## src/rtl/fft_agu_ctrl.sv

```systemverilog
// Address-generation and sequencing FSM for an in-place radix-2 DIT FFT.
// Issues butterfly reads per stage, delays them to form write-back, and ping-pongs banks.
module fft_agu_ctrl #(
  parameter int N_LOG2  = 4,
  parameter int BFU_LAT = 3
) (
  input  logic              clk,
  input  logic              rst_n,
  input  logic              start,
  input  logic              abort,
  output logic              busy,
  output logic              done,
  output logic [N_LOG2-1:0] stage,
  output logic [N_LOG2-1:0] rd_addrA,
  output logic [N_LOG2-1:0] rd_addrB,
  output logic [N_LOG2-2:0] twiddle_idx,
  output logic              in_valid,
  output logic              bank_sel,
  output logic              wr_en,
  output logic [N_LOG2-1:0] wr_addrA,
  output logic [N_LOG2-1:0] wr_addrB,
  output logic              wr_bank,
  output logic              result_bank
);

  // state | meaning
  // IDLE  | waiting for start
  // ISSUE | one butterfly issued per cycle, k = 0..N/2-1
  // DRAIN | BFU_LAT idle cycles so the last write lands before the next stage reads
  // DONE  | one-cycle completion pulse
  typedef enum logic [1:0] {IDLE, ISSUE, DRAIN, DONE} state_t;

  localparam int DW = (BFU_LAT > 1) ? $clog2(BFU_LAT) : 1;
  localparam logic [DW-1:0]     D_INIT = DW'(BFU_LAT - 1);
  localparam logic [N_LOG2-2:0] K_LAST = '1;
  localparam logic [N_LOG2-2:0] K_ONE  = (N_LOG2-1)'(1);
  localparam logic [N_LOG2-1:0] S_LAST = N_LOG2'(N_LOG2 - 1);
  localparam logic [N_LOG2-1:0] S_ONE  = N_LOG2'(1);

  state_t            state, state_nxt;
  logic [N_LOG2-1:0] s, s_nxt;
  logic [N_LOG2-2:0] k, k_nxt;
  logic [DW-1:0]     d, d_nxt;
  logic              busy_nxt;
  logic [N_LOG2-1:0] a_nxt, b_nxt;
  logic [N_LOG2-2:0] tw_nxt;

  logic              pv  [BFU_LAT];
  logic [N_LOG2-1:0] pa  [BFU_LAT];
  logic [N_LOG2-1:0] pb  [BFU_LAT];
  logic              pbk [BFU_LAT];

  // Insert a 0 at bit position st of the butterfly index.
  function automatic logic [N_LOG2-1:0] addr_a(input logic [N_LOG2-1:0] st,
                                               input logic [N_LOG2-2:0] kk);
    logic [N_LOG2-1:0] kw, half, j;
    kw   = {1'b0, kk};
    half = S_ONE << st;
    j    = kw & (half - S_ONE);
    return ((kw >> st) << (st + S_ONE)) | j;
  endfunction

  function automatic logic [N_LOG2-2:0] tw_idx(input logic [N_LOG2-1:0] st,
                                               input logic [N_LOG2-2:0] kk);
    logic [N_LOG2-1:0] kw, half, j, t;
    kw   = {1'b0, kk};
    half = S_ONE << st;
    j    = kw & (half - S_ONE);
    t    = j << (S_LAST - st);
    return t[N_LOG2-2:0];
  endfunction

  always_comb begin
    state_nxt = state;
    s_nxt     = s;
    k_nxt     = k;
    d_nxt     = d;
    case (state)
      IDLE: if (start) begin
        state_nxt = ISSUE;
        s_nxt     = '0;
        k_nxt     = '0;
      end
      ISSUE: if (k == K_LAST) begin
        state_nxt = DRAIN;
        d_nxt     = D_INIT;
      end else begin
        k_nxt = k + K_ONE;
      end
      DRAIN: if (d == '0) begin
        if (s != S_LAST) begin
          state_nxt = ISSUE;
          s_nxt     = s + S_ONE;
          k_nxt     = '0;
        end else begin
          state_nxt = DONE;
        end
      end else begin
        d_nxt = d - DW'(1);
      end
      DONE: begin
        state_nxt = IDLE;
        s_nxt     = '0;
      end
      default: state_nxt = IDLE;
    endcase
    if (abort) begin
      state_nxt = IDLE;
      s_nxt     = '0;
      k_nxt     = '0;
      d_nxt     = '0;
    end
    busy_nxt = (state_nxt == ISSUE) || (state_nxt == DRAIN);
    a_nxt    = addr_a(s_nxt, k_nxt);
    b_nxt    = a_nxt | (S_ONE << s_nxt);
    tw_nxt   = tw_idx(s_nxt, k_nxt);
  end

  always_ff @(posedge clk or negedge rst_n) begin
    if (!rst_n) begin
      state       <= IDLE;
      s           <= '0;
      k           <= '0;
      d           <= '0;
      busy        <= 1'b0;
      done        <= 1'b0;
      in_valid    <= 1'b0;
      stage       <= '0;
      bank_sel    <= 1'b0;
      rd_addrA    <= '0;
      rd_addrB    <= '0;
      twiddle_idx <= '0;
      for (int i = 0; i < BFU_LAT; i++) begin
        pv[i]  <= 1'b0;
        pa[i]  <= '0;
        pb[i]  <= '0;
        pbk[i] <= 1'b0;
      end
    end else begin
      state    <= state_nxt;
      s        <= s_nxt;
      k        <= k_nxt;
      d        <= d_nxt;
      busy     <= busy_nxt;
      done     <= (state_nxt == DONE);
      in_valid <= (state_nxt == ISSUE);
      stage    <= busy_nxt ? s_nxt : '0;
      bank_sel <= busy_nxt ? s_nxt[0] : 1'b0;
      if (state_nxt == ISSUE) begin
        rd_addrA    <= a_nxt;
        rd_addrB    <= b_nxt;
        twiddle_idx <= tw_nxt;
      end
      // Write-back delay line; abort kills everything still in flight.
      pv[0]  <= in_valid & ~abort;
      pa[0]  <= rd_addrA;
      pb[0]  <= rd_addrB;
      pbk[0] <= ~bank_sel;
      for (int i = 1; i < BFU_LAT; i++) begin
        pv[i]  <= pv[i-1] & ~abort;
        pa[i]  <= pa[i-1];
        pb[i]  <= pb[i-1];
        pbk[i] <= pbk[i-1];
      end
    end
  end

  assign wr_en       = pv[BFU_LAT-1];
  assign wr_addrA    = pa[BFU_LAT-1];
  assign wr_addrB    = pb[BFU_LAT-1];
  assign wr_bank     = pbk[BFU_LAT-1];
  assign result_bank = ~S_LAST[0];

endmodule

```

## config.mk

```make
export PLATFORM = sky130hd
export DESIGN_NAME = fft_agu_ctrl
export DESIGN_NICKNAME = d
export VERILOG_FILES = /design/src/rtl/fft_agu_ctrl.sv
export SDC_FILE = /design/constraint.sdc
export NUM_CORES = 1
export LEC_CHECK = 0
export BUFFER_PORTS_ARGS = -buffer_cell sky130_fd_sc_hd__clkbuf_2
export CAP_MARGIN = 40
export CORE_MARGIN = 5
export CORE_UTILIZATION = 51
export CTS_CLUSTER_SIZE = 8
export DETAILED_ROUTE_END_ITERATION = 8
export PLACE_DENSITY_LB_ADDON = 0.3
export SLEW_MARGIN = 20
export SYNTH_ARGS = -nofsm -noshare
export SYNTH_HDL_FRONTEND = slang
export SYNTH_SLANG_ARGS = --single-unit
```

## constraint.sdc

```tcl
create_clock -name clk -period 2.7 [get_ports clk]
set_input_delay 0.54 -clock clk [delete_from_list [all_inputs] [get_ports clk]]
set_output_delay 0.54 -clock clk [all_outputs]
set_load 0.01 [all_outputs]
```

# Yosys cells after proc, flatten, opt, wreduce, memory -nomap -nowiden
# Index checks and enable logic that the tools add are counted.
# word_totals
output_inout_bits	30
in_bits	4
ff_bits	60
word_cells	80
# op_classes
n_bitwise	8
n_shift	4
add_sub_neg	6
mux	23
n_reduce_logical	5
n_eq_ne	10
# ops
op	n
4-bit two-way mux	5
2-bit two-way mux	8
3-bit two-way mux	5
4-bit one-hot mux with 3 select lines	1
3-bit one-hot mux with 3 select lines	1
4-bit by 1-bit adder with 4-bit output (second input constant)	2
2-bit equality test (second input constant)	4
4-bit OR	2
2-bit one-hot mux with 4 select lines	1
3-bit != test (second input constant)	2
3-bit by 4-bit bitwise AND with 4-bit output	1
2-bit by 1-bit equality test with 1-bit output (second input constant)	2
2-bit logical NOT	2
4-bit by 2-bit != test with 1-bit output (second input constant)	1
2-bit one-hot mux with 2 select lines	1
1-bit by 4-bit << shifter with 4-bit output (first input constant)	1
4-bit by 4-bit << shifter with 3-bit output	1
4-bit by 4-bit << shifter with 4-bit output	1
3-bit by 4-bit right shift with 4-bit output	1
2-bit by 4-bit subtractor with 4-bit output (first input constant)	1
4-bit by 1-bit subtractor with 4-bit output (second input constant)	1
3-bit by 1-bit adder with 3-bit output (second input constant)	1
1-bit bitwise AND	3
3-bit equality test (second input constant)	1
6 further kinds	7

# Depth between registers and ports, before layout
# Gate-level depths: netlist (run 1).
# depth
depth_word	10
mapped_depth	14
ltp_nobuf	14

# Worst setup path before layout (run 1)
# OpenSTA, ideal clock, no wires.
# synth_path
path_type	register to register
from	register s[0]
to	register twiddle_idx[2]
synth_period_minus_slack_ns	2.868
arrival_ns	2.742
t_required_ns	2.574
path_slack_ns	-0.168
setup_time_ns	0.126
n_path_buf	1
path_stages_with_launch	13
path_cell_list	dfrtp_1 -> ha_1 -> nor3b_4 -> and3_1 -> a211oi_2 -> or2_1 -> buf_6 -> inv_4 -> or4_4 -> ha_1 -> nor2_1 -> a211oi_1 -> o2bb2ai_1
# synth_via
elab_chain_cells	9
word_cells_on_any_way	21
classes_between	add/sub: 3; eq/ne: 2; shift: 2; mux: 13; bitwise: 1
# synth_rtl
item	line_no	source
start, declared	41	logic [N_LOG2-1:0] s, s_nxt;
start signal, assigned	141	s <= s_nxt;
4-bit by 1-bit adder with 4-bit output / 4-bit by 2-bit != test with 1-bit output (equally long branches)	93, 91	
4-bit two-way mux	91	if (s != S_LAST) begin
4-bit two-way mux	90	DRAIN: if (d == '0) begin
4-bit one-hot mux with 3 select lines (*)	78	case (state)
4-bit two-way mux (*)	107	if (abort) begin
net s_nxt[0]	41	
1-bit by 4-bit << shifter with 4-bit output	67	half = S_ONE << st;
4-bit by 1-bit subtractor with 4-bit output	68	j = kw & (half - S_ONE);
3-bit by 4-bit bitwise AND with 4-bit output	68	
4-bit by 4-bit << shifter with 3-bit output (*)	69	t = j << (S_LAST - st);
end signal, assigned	152	twiddle_idx <= tw_nxt;
end, declared	16	output logic [N_LOG2-2:0] twiddle_idx,
# The timed path passes the listed nets; every way through them passes the cells marked *.
# A chain may end at the register's enable or synchronous reset.

# Final worst setup path (run 1)
# layout_path
from	register s[1]
to	register twiddle_idx[2]
# layout_via
elab_chain_cells	9
word_cells_on_any_way	21
classes_between	add/sub: 3; eq/ne: 2; shift: 2; mux: 13; bitwise: 1
# layout_rtl
item	line_no
4-bit by 2-bit != test with 1-bit output (*)	91
4-bit two-way mux (*)	91
4-bit two-way mux (*)	90
4-bit one-hot mux with 3 select lines (*)	78
4-bit two-way mux (*)	107
net s_nxt[0]	41
1-bit by 4-bit << shifter with 4-bit output	67
4-bit by 1-bit subtractor with 4-bit output	68
3-bit by 4-bit bitwise AND with 4-bit output	68
4-bit by 4-bit << shifter with 3-bit output (*)	69
# Marked as above.

==> metrics.md, run 1 <==
| Metric | Value |
|---|---|
| Status | `finished, violations left` |
| Failing checks | `negative setup slack` |
| Area grow syn2layout | `25.18%` |
| Full die area | `6578 um2` |
| Syn Std Cell Area | `2579 um2` |
| Cell Rows | `25` |
| DIE WIDTH | `81.11 um` |
| Largest net degree at the start of global routing | `60` |
| Root buffer selected by CTS | `clkbuf_8` |
| Worst path required time | `2.92 ns` |
| Final setup fails | `1` |
| Core area | `4817 um2` |
| Synth area leader | `dfrtp_1` |
| Startpoint Class | `flip-flop` |
| Yosys top cell area share | `0.5725` |
| Total Neg Setup Slack | `-0.01301 ns` |
| P_leak | `1.532 nW` |
| Cells after synthesis | `225` |
| Final WL | `5350 um` |
| Post-synth ARST share | `1.000` |
| Worst EP arrival | `2.93 ns` |
| Initial antenna violation count | `0` |
| Top FF cell, synth | `dfrtp_1` |
| Number of max-cap violations | `0` |
| Met3 Routed Length | `288 um` |
| Synth warn | `0` |
| Total overflow reported by the global router | `0` |
| Cts hold-fix bufs | `0` |
| Period utilization | `1.005` |
| IO Pins | `34` |
| TritonCTS clock tree | `done` |
| Post-detailed-placement half-perimeter wirelength | `3771 um` |
| Ranking of synthesized cells by area | `dfrtp_1 (57%), ha_1 (3.4%), buf_4 (3.2%)` |
| Global-route wire length before repair | `8707 um` |
| Setup CP Type | `reg2reg` |
| Hold_ws | `0.3316 ns` |
| Skew final | `0.007896 ns` |
| CP max FO | `4` |
| Vias | `1837` |
| Reg clk slew, reported paths | `0.07 ns` |
| Met2 routed wirelength | `2491 um` |
| CTS H-Tree Depth | `3` |
| Total Power | `2.051 mW` |
| Routed vias/inst | `5.264` |
| Distinct cell type count after synthesis | `59` |
| Seq/Total Area, Yosys | `0.5725` |
| Num Clock Sinks | `59` |
| Max-slew violations | `0` |
| First-iteration detailed-routing DRC count | `97` |
| Clock latency on the worst-skew pair | `0.33 ns` |
| Post-layout minimum cycle time | `2.713 ns` |
| Worst hold path type | `in2async` |
| Final worst slack | `-0.01301 ns` |
| Synthesized net count | `236` |
| Share of cells above drive strength 1 | `0.3652` |
| Starting Density | `0.5353` |
| Avg Cell Area, Syn | `11.46 um2` |
| Residual DRC | `0` |
| Worst-Margin Slew | `0.7116 ns` |
| Number of enable flip-flop cells after synthesis | `0` |
| Bufs on Longest Clock Path | `2` |
| # nets final | `289` |
| VDD IR-drop max | `0.0003746 V` |
| #FFs+latches synth | `59` |
| CP endpoint kind | `flip-flop` |
| CTS Buf Count | `9` |
| PwrDens | `635.3 nW/um2` |
| Post-DRT Antenna Nets | `0` |
| Vias in the first global route | `1808` |
| RSZ-0062 raised after global routing | `true` |
| First-pass detailed-route iteration total | `4` |
| Ant diodes | `0` |
| Gp weighted congestion | `0.8853` |
| Die H | `81.11 um` |
| DR top layer | `met4` |
| Final hold violation count | `0` |
| Worst slew margin | `0.5256` |
| DR WL/cell | `15.33 um` |
| Fmax | `368.6 MHz` |
| Finished Core Util | `0.6701` |
| IO buf count | `32` |
| Total track usage | `0.1764` |
| WL met1 | `2462 um` |
-- layout make-up --
class,instances,area [um2]
Timing Repair Buffer,58,355.3
Clock buffer,11,151.4
Clock inverter,4,73.82
Sequential cell,59,1476
Tap cell,67,83.83
Fill cell,374,1589
Multi-Input combinational cell,132,1015
Inverter,18,72.57
-- cells in the mapped netlist (all sizes together), types with 2 or more instances --
| master | instances |
|---|---|
| inv | 18 |
| o21ai | 3 |
| nor3 | 4 |
| ha | 7 |
| or2 | 4 |
| buf | 13 |
| nor2 | 17 |
| clkbuf | 3 |
| nand3b | 2 |
| a22oi | 2 |
| o221ai | 2 |
| nand3 | 4 |
| xnor2 | 5 |
| dfrtp | 59 |
| o2bb2ai | 2 |
| nor4 | 3 |
| nor2b | 5 |
| a211oi | 4 |
| and3 | 4 |
| o22ai | 2 |
| nand2 | 21 |
| a31oi | 6 |
| nand2b | 3 |
| or3b | 2 |
| a21oi | 8 |
| o31a | 2 |
| nand4 | 2 |
-- cell families (layout without fill, tap and decap cells) --
group,after synthesis,in the layout,synth area share
flops,59,59,0.5725
fa+ha+maj,7,7,0.03396
buf+inv,34,91,0.07084
simple gates,78,78,0.1834
compound gates,39,39,0.1126
mux,2,2,0.008248
other cells,1,1,0.001454
xor+xnor,5,5,0.01698
-- where the power goes --
group / switching (mW) / internal (mW)
clock: 0.332 / 0.564
sequential: 0.0331 / 0.958
combinational: 0.100 / 0.0632
-- through the flow --
stage,setup WS (ns),cell area (um2),std cells
after floorplan,-0.08944,2596,225
after global placement,0.05577,2903,331
after detailed placement,0.01362,2903,331
after CTS,0.009277,3131,346
after global routing,-0.08573,3228,349
final,-0.01301,3228,349
-- critical path, cell delays in order, from the launching register on --
cell and delay [ns]:
dfrtp_1 0.43, ha_4 0.18, nor3b_4 0.16, and3_4 0.19
a211oi_2 0.26, or2_4 0.19, inv_4 0.05, or4_4 0.54
ha_4 0.30, nor2_4 0.04, a211oi_2 0.17, o2bb2ai_1 0.10
-- cells in the final DEF, fill, tap and decap left out, drive strengths merged, types with 2 or more instances in the layout --
cell type	synthesis	final
o221ai	2	2
bufinv	0	2
o2bb2ai	2	2
nor2	17	17
nand4	2	2
xnor2	5	5
nand3	4	4
buf	13	26
a211oi	4	4
dfrtp	59	59
nand3b	2	2
a21oi	8	8
nand2b	3	3
a22oi	2	2
or3b	2	2
and3	4	4
o21ai	3	3
o31a	2	2
nand2	21	21
nor4	3	3
nor2b	5	5
clkinv	0	2
clkbuf	3	43
ha	7	7
or2	4	4
a31oi	6	6
nor3	4	4
o22ai	2	2
inv	18	18
-- registers in the layout (all words and copies together), names as in the netlist --
register	count
pa	8
pb	8
rd_addrA	4
rd_addrB	4
s	4
stage	4
wr_addrA	4
wr_addrB	4
k	3
twiddle_idx	3
d	2
pbk	2
pv	2
state	2
busy	1
done	1
in_valid	1
wr_bank	1
wr_en	1
-- routing by layer --
metal  up-vias  global-route usage
li1        871                   -
met1       898              0.2440
met2        54              0.2619
met3        14             0.05654
met4         0             0.06081
met5         -                   0
-- path summary, 6_finish.rpt --
kind | startpoint | endpoint | slack [ns] | depth (start not counted)
setup / recovery | s[1]$_DFF_PN0_ | twiddle_idx[2]$_DFFE_PN0P_ | -0.01 | 11
min in group clk | pb[6]$_DFF_PN0_ | wr_addrB[2]$_DFF_PN0_ | 0.35 | 0
setup reg to reg | s[1]$_DFF_PN0_ | twiddle_idx[2]$_DFFE_PN0P_ | -0.01 | 11
hold reg to reg | pb[6]$_DFF_PN0_ | wr_addrB[2]$_DFF_PN0_ | 0.35 | 0
max in group asynchronous | rst_n | rd_addrA[3]$_DFFE_PN0P_ | 1.89 | 2
hold / removal | rst_n | d[0]$_DFFE_PN0P_ | 0.33 | 2
-- repair_timing --
item                                    CTS  global route
endpoints found under the setup margin    1            10
pin swaps                                 0            10
resized for setup                         1            13
buffers inserted                          0             3
(Power assumes the default switching activity.)
==> run 2: changes to the inputs <==
--- a/config.mk
+++ b/config.mk
@@ -7,12 +7,14 @@
 export LEC_CHECK = 0
 export BUFFER_PORTS_ARGS = -buffer_cell sky130_fd_sc_hd__clkbuf_2
 export CAP_MARGIN = 40
+export CELL_PAD_IN_SITES_DETAIL_PLACEMENT = 0
+export CELL_PAD_IN_SITES_GLOBAL_PLACEMENT = 1
 export CORE_MARGIN = 5
-export CORE_UTILIZATION = 51
+export CORE_UTILIZATION = 41
 export CTS_CLUSTER_SIZE = 8
 export DETAILED_ROUTE_END_ITERATION = 8
+export GPL_ROUTABILITY_DRIVEN = 0
 export PLACE_DENSITY_LB_ADDON = 0.3
-export SLEW_MARGIN = 20
 export SYNTH_ARGS = -nofsm -noshare
 export SYNTH_HDL_FRONTEND = slang
 export SYNTH_SLANG_ARGS = --single-unit
==> run 2 against run 1 <==
Against the previous run: the run now ends clean; clock power about the same; flip-flop and latch count unchanged; die area is 21% higher; first-iteration DRC count fell by 30%; global-route usage shrank 2.8 points; clock skew shrank 0.0013 ns.
==> metrics.md, run 2 (same netlist as run 1, synthesis figures left out) <==
| Metric | Value |
|---|---|
| IO Pins | `34 (unchanged)` |
| Most frequent cells in the layout | `dfrtp_1 (59), clkbuf_2 (32), buf_4 (25), nand2_1 (18)` |
| Sw Share | `0.2452 (+0.01813)` |
| Cell area after layout | `3207 um2 (-0.66%)` |
| Routed vias/inst | `5.011 (-4.8%)` |
| Vias in the first global route | `1686 (-6.7%)` |
| Full die area | `7975 um2 (+21%)` |
| Bufs on Longest Clock Path | `2 (unchanged)` |
| Cts hold-fix bufs | `0 (unchanged)` |
| Starting Density | `0.4279 (-0.1074)` |
| Worst slew margin | `0.5766 (+0.05093)` |
| Status | `finished, final reports clean` |
| DR WL/cell | `14.79 um (-3.5%)` |
| Die H | `89.31 um (+10%)` |
| NetSw | `503.6 uW (+8.2%)` |
| Total track usage | `0.1487 (-0.02770)` |
| First-pass detailed-route iteration total | `4 (unchanged)` |
| Worst-Margin Slew | `0.6352 ns (-0.07640 ns)` |
| Finished Core Util | `0.5322 (-0.1379)` |
| VDD IR-drop max | `0.0003802 V (+1.5%)` |
| TritonCTS clock tree | `done` |
| Area after DPL | `2925 um2 (+0.78%)` |
| Total Neg Setup Slack | `0 ns (+0.01301 ns)` |
| Final WL | `5295 um (-1.0%)` |
| RSZ-0062 raised after global routing | `true` |
| CP endpoint kind | `flip-flop` |
| DIE WIDTH | `89.31 um (+10%)` |
| Worst path required time | `2.92 ns (about the same)` |
| IO buf count | `32 (unchanged)` |
| Root buffer selected by CTS | `clkbuf_8` |
| Share of cells above drive strength 1 | `0.3569 (-0.008358)` |
| Number of max-cap violations | `0 (unchanged)` |
| Final worst slack | `0.1092 ns (+0.1223 ns)` |
| First-iteration detailed-routing DRC count | `68 (-30%)` |
| Clk network pwr share | `0.438 (about the same)` |
| Max-slew violations | `0 (unchanged)` |
| Comb power frac | `0.082 (+0.002)` |
| Total internal power | `1.551 mW (-2.2%)` |
| Largest net degree at the start of global routing | `27 (-55%)` |
| Final setup fails | `0 (-1)` |
| Commonest non-fill, non-tap cell in the layout | `dfrtp_1` |
| Skew final | `0.006606 ns (-0.001290 ns)` |
| Post-DRT Antenna Nets | `0 (unchanged)` |
| Total overflow reported by the global router | `0 (unchanged)` |
| CTS H-Tree Depth | `3 (unchanged)` |
| Setup CP Type | `reg2reg` |
| Worst EP arrival | `2.81 ns (-0.12 ns)` |
| Clock latency on the worst-skew pair | `0.33 ns (about the same)` |
| Reg clk slew, reported paths | `0.07 ns (about the same)` |
| Global-route wire length before repair | `8749 um (+0.48%)` |
| Area grow syn2layout | `24.36%` |
| Fmax | `386.0 MHz (+4.7%)` |
| P_leak | `1.540 nW (+0.49%)` |
| Top Registers | `pa: 8 flops, pb: 8 flops` |
| DP Worst Slack | `-0.07306 ns (-0.08668 ns)` |
| Post-layout minimum cycle time | `2.591 ns (-0.1223 ns)` |
| Startpoint Class | `flip-flop` |
| Ant diodes | `0 (unchanged)` |
| Vias | `1794 (-2.3%)` |
| Initial antenna violation count | `0 (unchanged)` |
| Period utilization | `0.9595 (-0.04528)` |
| Worst hold path type | `in2async` |
| # nets final | `289 (unchanged)` |
| Reg power frac | `0.480 (-0.003)` |
| Residual DRC | `0 (unchanged)` |
| Core area | `6026 um2 (+25%)` |
| Num Clock Sinks | `59 (unchanged)` |
| CTS Buf Count | `9 (unchanged)` |
| PwrDens | `640.6 nW/um2 (+0.84%)` |
| Final hold violation count | `0 (unchanged)` |
| Cell Rows | `28 (+12%)` |
| Post-detailed-placement half-perimeter wirelength | `3856 um (+2.2%)` |
| CP max FO | `5 (+1)` |
## run 2: cell types whose count changed in the layout (fill, tap and decap cells not counted), sizes merged
| cell | previous run | this run |
|---|---|---|
| clkinv | 2 | 3 |
| inv | 18 | 20 |
| clkbuf | 43 | 41 |
## run 2: stage by stage
stage	hold slack [ns]	total power, mW	cells
detailed placement	0.3347	1.173	339
global route	0.2686	2.147	358
global placement	0.3317	1.170	339
floorplan	0.2444	1.103	225
CTS	0.2291	2.078	355
finish	0.2166	2.054	358
## run 2: what timing repair did
item,in CTS,in global routing
setup endpoints to repair,1,9
buffers inserted,0,3
gates resized for setup,1,6
pin swaps,1,5
## run 2: power groups by stage
stage                     sequential, mW  clock [mW]  combinational (mW)
after global placement              1.00           0               0.169
after CTS                          0.987       0.921               0.170
after detailed placement            1.00           0               0.169
final                              0.985       0.900               0.169
after floorplan                     1.01           0              0.0967
after global routing               0.995       0.963               0.190
## run 2: layout make-up
cell class | instances | area, um2
fillers | 545 | 2819
flip-flops and latches | 59 | 1476
multi-input cells | 132 | 972.2
repair buffers | 58 | 367.9
clock buffers | 9 | 123.9
clock inverters | 7 | 100.1
well taps | 75 | 93.84
inverters | 18 | 72.57
## run 2: worst max-delay path: stages, from the launching register on
cell and delay (ns):
dfrtp_1 0.41, ha_2 0.20, nor3b_4 0.16, and3_1 0.19, a211oi_2 0.19, or2_4 0.18, inv_4 0.04, or4_4 0.51
ha_4 0.30, nor2_4 0.04, a211oi_2 0.17, o2bb2ai_1 0.09
## run 2: final timing paths
| kind | slack, ns | end | from | cells after the start |
|---|---|---|---|---|
| max in group asynchronous | 1.90 | s[3]$_DFF_PN0_ | rst_n | 2 |
| min in group clk | 0.35 | wr_addrA[2]$_DFF_PN0_ | pa[6]$_DFF_PN0_ | 0 |
| setup / recovery | 0.11 | twiddle_idx[2]$_DFFE_PN0P_ | s[1]$_DFF_PN0_ | 11 |
| hold / removal | 0.22 | d[0]$_DFFE_PN0P_ | rst_n | 1 |
| hold reg to reg | 0.35 | wr_addrA[2]$_DFF_PN0_ | pa[6]$_DFF_PN0_ | 0 |
| setup reg to reg | 0.11 | twiddle_idx[2]$_DFFE_PN0P_ | s[1]$_DFF_PN0_ | 11 |
## run 2: per-layer routing
layer | GRT usage | up-vias | share of wire
li1 | - | 871 | -
met2 | 0.2023 | 47 | 0.43
met5 | 0 | - | 0
met4 | 0.07307 | 0 | 0.016
met3 | 0.03594 | 7 | 0.046
met1 | 0.2197 | 869 | 0.51
==> run 3: changes to the inputs <==
==> constraint.sdc (replaced) <==
create_clock -name clk -period 2.7 [get_ports clk]
set_input_delay 0.27 -clock clk [delete_from_list [all_inputs] [get_ports clk]]
set_output_delay 0.27 -clock clk [all_outputs]
set_load 0.01 [all_outputs]
==> run 3 against run 2 <==
Against the previous run: design area shrank 0.90%; critical path type unchanged; register-to-register slack is essentially flat; cell count is the same; critical path depth is the same; sequential share of layout area grew 0.46 points.
==> metrics.md, run 3 (same netlist as run 1, synthesis figures left out) <==
| Metric | Value |
|---|---|
| First-iteration detailed-routing DRC count | `66 (-2.9%)` |
| R2R setup slack | `0.10 ns (about the same)` |
| Top Registers | `pa: 8 flops, pb: 8 flops` |
| PwrDens | `613.1 nW/um2 (-4.3%)` |
| IO Pins | `34 (unchanged)` |
| Worst slew margin | `0.5079 (-0.06862)` |
| Final setup fails | `0 (unchanged)` |
| P_leak | `1.518 nW (-1.4%)` |
| Reg power frac | `0.507 (+0.027)` |
| Finished Core Util | `0.5274 (-0.004775)` |
| Reg clk slew, reported paths | `0.07 ns (about the same)` |
| Setup CP Type | `reg2reg` |
| Vias in the first global route | `1739 (+3.1%)` |
| Final hold violation count | `0 (unchanged)` |
| Worst path required time | `2.95 ns (+0.03 ns)` |
| Starting Density | `0.4279 (unchanged)` |
| Number of max-cap violations | `0 (unchanged)` |
| Cts hold-fix bufs | `0 (unchanged)` |
| Cell Rows | `28 (unchanged)` |
| Core area | `6026 um2 (unchanged)` |
| VDD IR-drop max | `0.0005397 V (+42%)` |
| CTS Buf Count | `9 (unchanged)` |
| Share of cells above drive strength 1 | `0.3640 (+0.007067)` |
| Total overflow reported by the global router | `0 (unchanged)` |
| Area grow syn2layout | `23.24%` |
| CP max FO | `4 (-1)` |
| Worst EP arrival | `2.85 ns (+0.04 ns)` |
| Worst hold path type | `in2async` |
| Crit-path cells | `ha_2, nor3b_4, and3_1, a211oi_2, or2_4, inv_4, or4_4, ha_4, nor2_4, nand2_1, a31oi_1` |
| Hold_ws | `0.08378 ns (-0.1328 ns)` |
| Comb power frac | `0.085 (+0.003)` |
| Max-slew violations | `0 (unchanged)` |
| First-pass detailed-route iteration total | `4 (unchanged)` |
| Clock latency on the worst-skew pair | `0.33 ns (about the same)` |
| Cell area after layout | `3178 um2 (-0.90%)` |
| Skew final | `0.007031 ns (+0.0004245 ns)` |
| Period utilization | `0.9627 (+0.003131)` |
| Worst-Margin Slew | `0.7381 ns (+0.1029 ns)` |
| DIE WIDTH | `89.31 um (unchanged)` |
| Fin cells | `358 (unchanged)` |
| TritonCTS clock tree | `done` |
| Clk network pwr share | `0.408 (-0.030)` |
| Bufs on Longest Clock Path | `2 (unchanged)` |
| Die H | `89.31 um (unchanged)` |
| Post-DRT Antenna Nets | `0 (unchanged)` |
| Total track usage | `0.1482 (-0.0004726)` |
| Post-layout minimum cycle time | `2.599 ns (+0.008453 ns)` |
| DR WL/cell | `14.59 um (-1.4%)` |
| Initial antenna violation count | `0 (unchanged)` |
| Total Neg Setup Slack | `0 ns (unchanged)` |
| Dpl cells | `339 (unchanged)` |
| NetSw | `495.6 uW (-1.6%)` |
| Post-detailed-placement half-perimeter wirelength | `3871 um (+0.37%)` |
| RSZ-0062 raised after global routing | `true` |
| Status | `finished, final reports clean` |
| Final WL | `5223 um (-1.4%)` |
| Reg2Reg Depth | `11 (unchanged)` |
| Residual DRC | `0 (unchanged)` |
| Max incr delay on CP | `0.51 ns (about the same)` |
| Most frequent cells in the layout | `dfrtp_1 (58), clkbuf_2 (32), buf_4 (26), nand2_1 (18)` |
| Fmax | `384.7 MHz (-0.33%)` |
| CTS H-Tree Depth | `3 (unchanged)` |
| R2r startpoint | `s[1]$_DFF_PN0_` |
| Ant diodes | `0 (unchanged)` |
| CP endpoint kind | `flip-flop` |
| Total internal power | `1.453 mW (-6.3%)` |
| Global-route wire length before repair | `8680 um (-0.79%)` |
| IO buf count | `32 (unchanged)` |
| Worst reg2reg path endpoint | `twiddle_idx[1]$_DFFE_PN0P_` |
| Startpoint Class | `flip-flop` |
| Area after DPL | `2913 um2 (-0.43%)` |
| Routed vias/inst | `4.989 (-0.45%)` |
| Root buffer selected by CTS | `clkbuf_8` |
| Commonest non-fill, non-tap cell in the layout | `dfrtp_1` |
| # nets final | `289 (unchanged)` |
| Sw Share | `0.2543 (+0.009188)` |
| Slowest-stage cell, CP | `or4_4` |
| Full die area | `7975 um2 (unchanged)` |
| Vias | `1786 (-0.45%)` |
| Num Clock Sinks | `59 (unchanged)` |
| Largest net degree at the start of global routing | `60 (+120%)` |
-- run 3: cell count changes in the layout (fill, tap and decap cells not counted), sizes merged --
cell | before | now
clkinvlp | 0 | 2
clkinv | 3 | 2
bufinv | 2 | 1
-- run 3: final cells by class --
type                    instances  area (um2)
clock buffers                   9       123.9
clock inverters                 7       76.32
fillers                       534        2848
inverters                      18       72.57
multi-input cells             132       978.4
flip-flops and latches         59        1478
well taps                      75       93.84
repair buffers                 58       355.3
-- run 3: power by group through the flow --
stage | Combinational [mW] | Clock [mW] | Sequential (mW)
finish | 0.165 | 0.796 | 0.988
global route | 0.187 | 0.866 | 0.999
CTS | 0.166 | 0.817 | 0.990
detailed placement | 0.165 | 0 | 1.01
global placement | 0.164 | 0 | 1.00
floorplan | 0.0967 | 0 | 1.01
-- run 3: worst max-delay path: cells and delay by family (launching register included) --
kind | cells | cell delay [ns]
simple gates | 6 | 1.25
fa+ha+maj | 2 | 0.46
flops | 1 | 0.39
compound gates | 2 | 0.38
buf+inv | 1 | 0.04
-- run 3: per-stage QoR --
step / setup slack, ns / power [mW]
global route: -0.007861 / 2.052
global placement: 0.07234 / 1.166
detailed placement: -0.02110 / 1.171
floorplan: -0.08944 / 1.103
CTS: 0.02452 / 1.972
finish: 0.1008 / 1.949
-- run 3: how the worst max path moves through the flow --
stage	startpoint	slack, ns	to
finish	s[1]$_DFF_PN0_	0.10	twiddle_idx[1]$_DFFE_PN0P_
global route	s[1]$_DFF_PN0_	-0.008	twiddle_idx[1]$_DFFE_PN0P_
CTS	state[1]$_DFF_PN0_	0.02	twiddle_idx[2]$_DFFE_PN0P_
detailed placement	s[1]$_DFF_PN0_	-0.02	twiddle_idx[2]$_DFFE_PN0P_
global placement	s[1]$_DFF_PN0_	0.07	twiddle_idx[2]$_DFFE_PN0P_
floorplan	s[0]$_DFF_PN0_	-0.09	twiddle_idx[2]$_DFFE_PN0P_
-- run 3: layer usage --
| metal | vias to the layer above | wire [um] | GRT usage |
|---|---|---|---|
| li1 | 879 | - | - |
| met1 | 857 | 2453 | 0.2053 |
| met2 | 45 | 2367 | 0.2177 |
| met3 | 5 | 352 | 0.05714 |
| met4 | 0 | 49 | 0.04060 |
| met5 | - | 0 | 0 |
-- run 3: what timing repair did --
item,4_1_cts,5_1_grt
pin swaps,0,3
gates resized for setup,1,8
endpoints found under the setup margin,2,7
buffers inserted,1,2
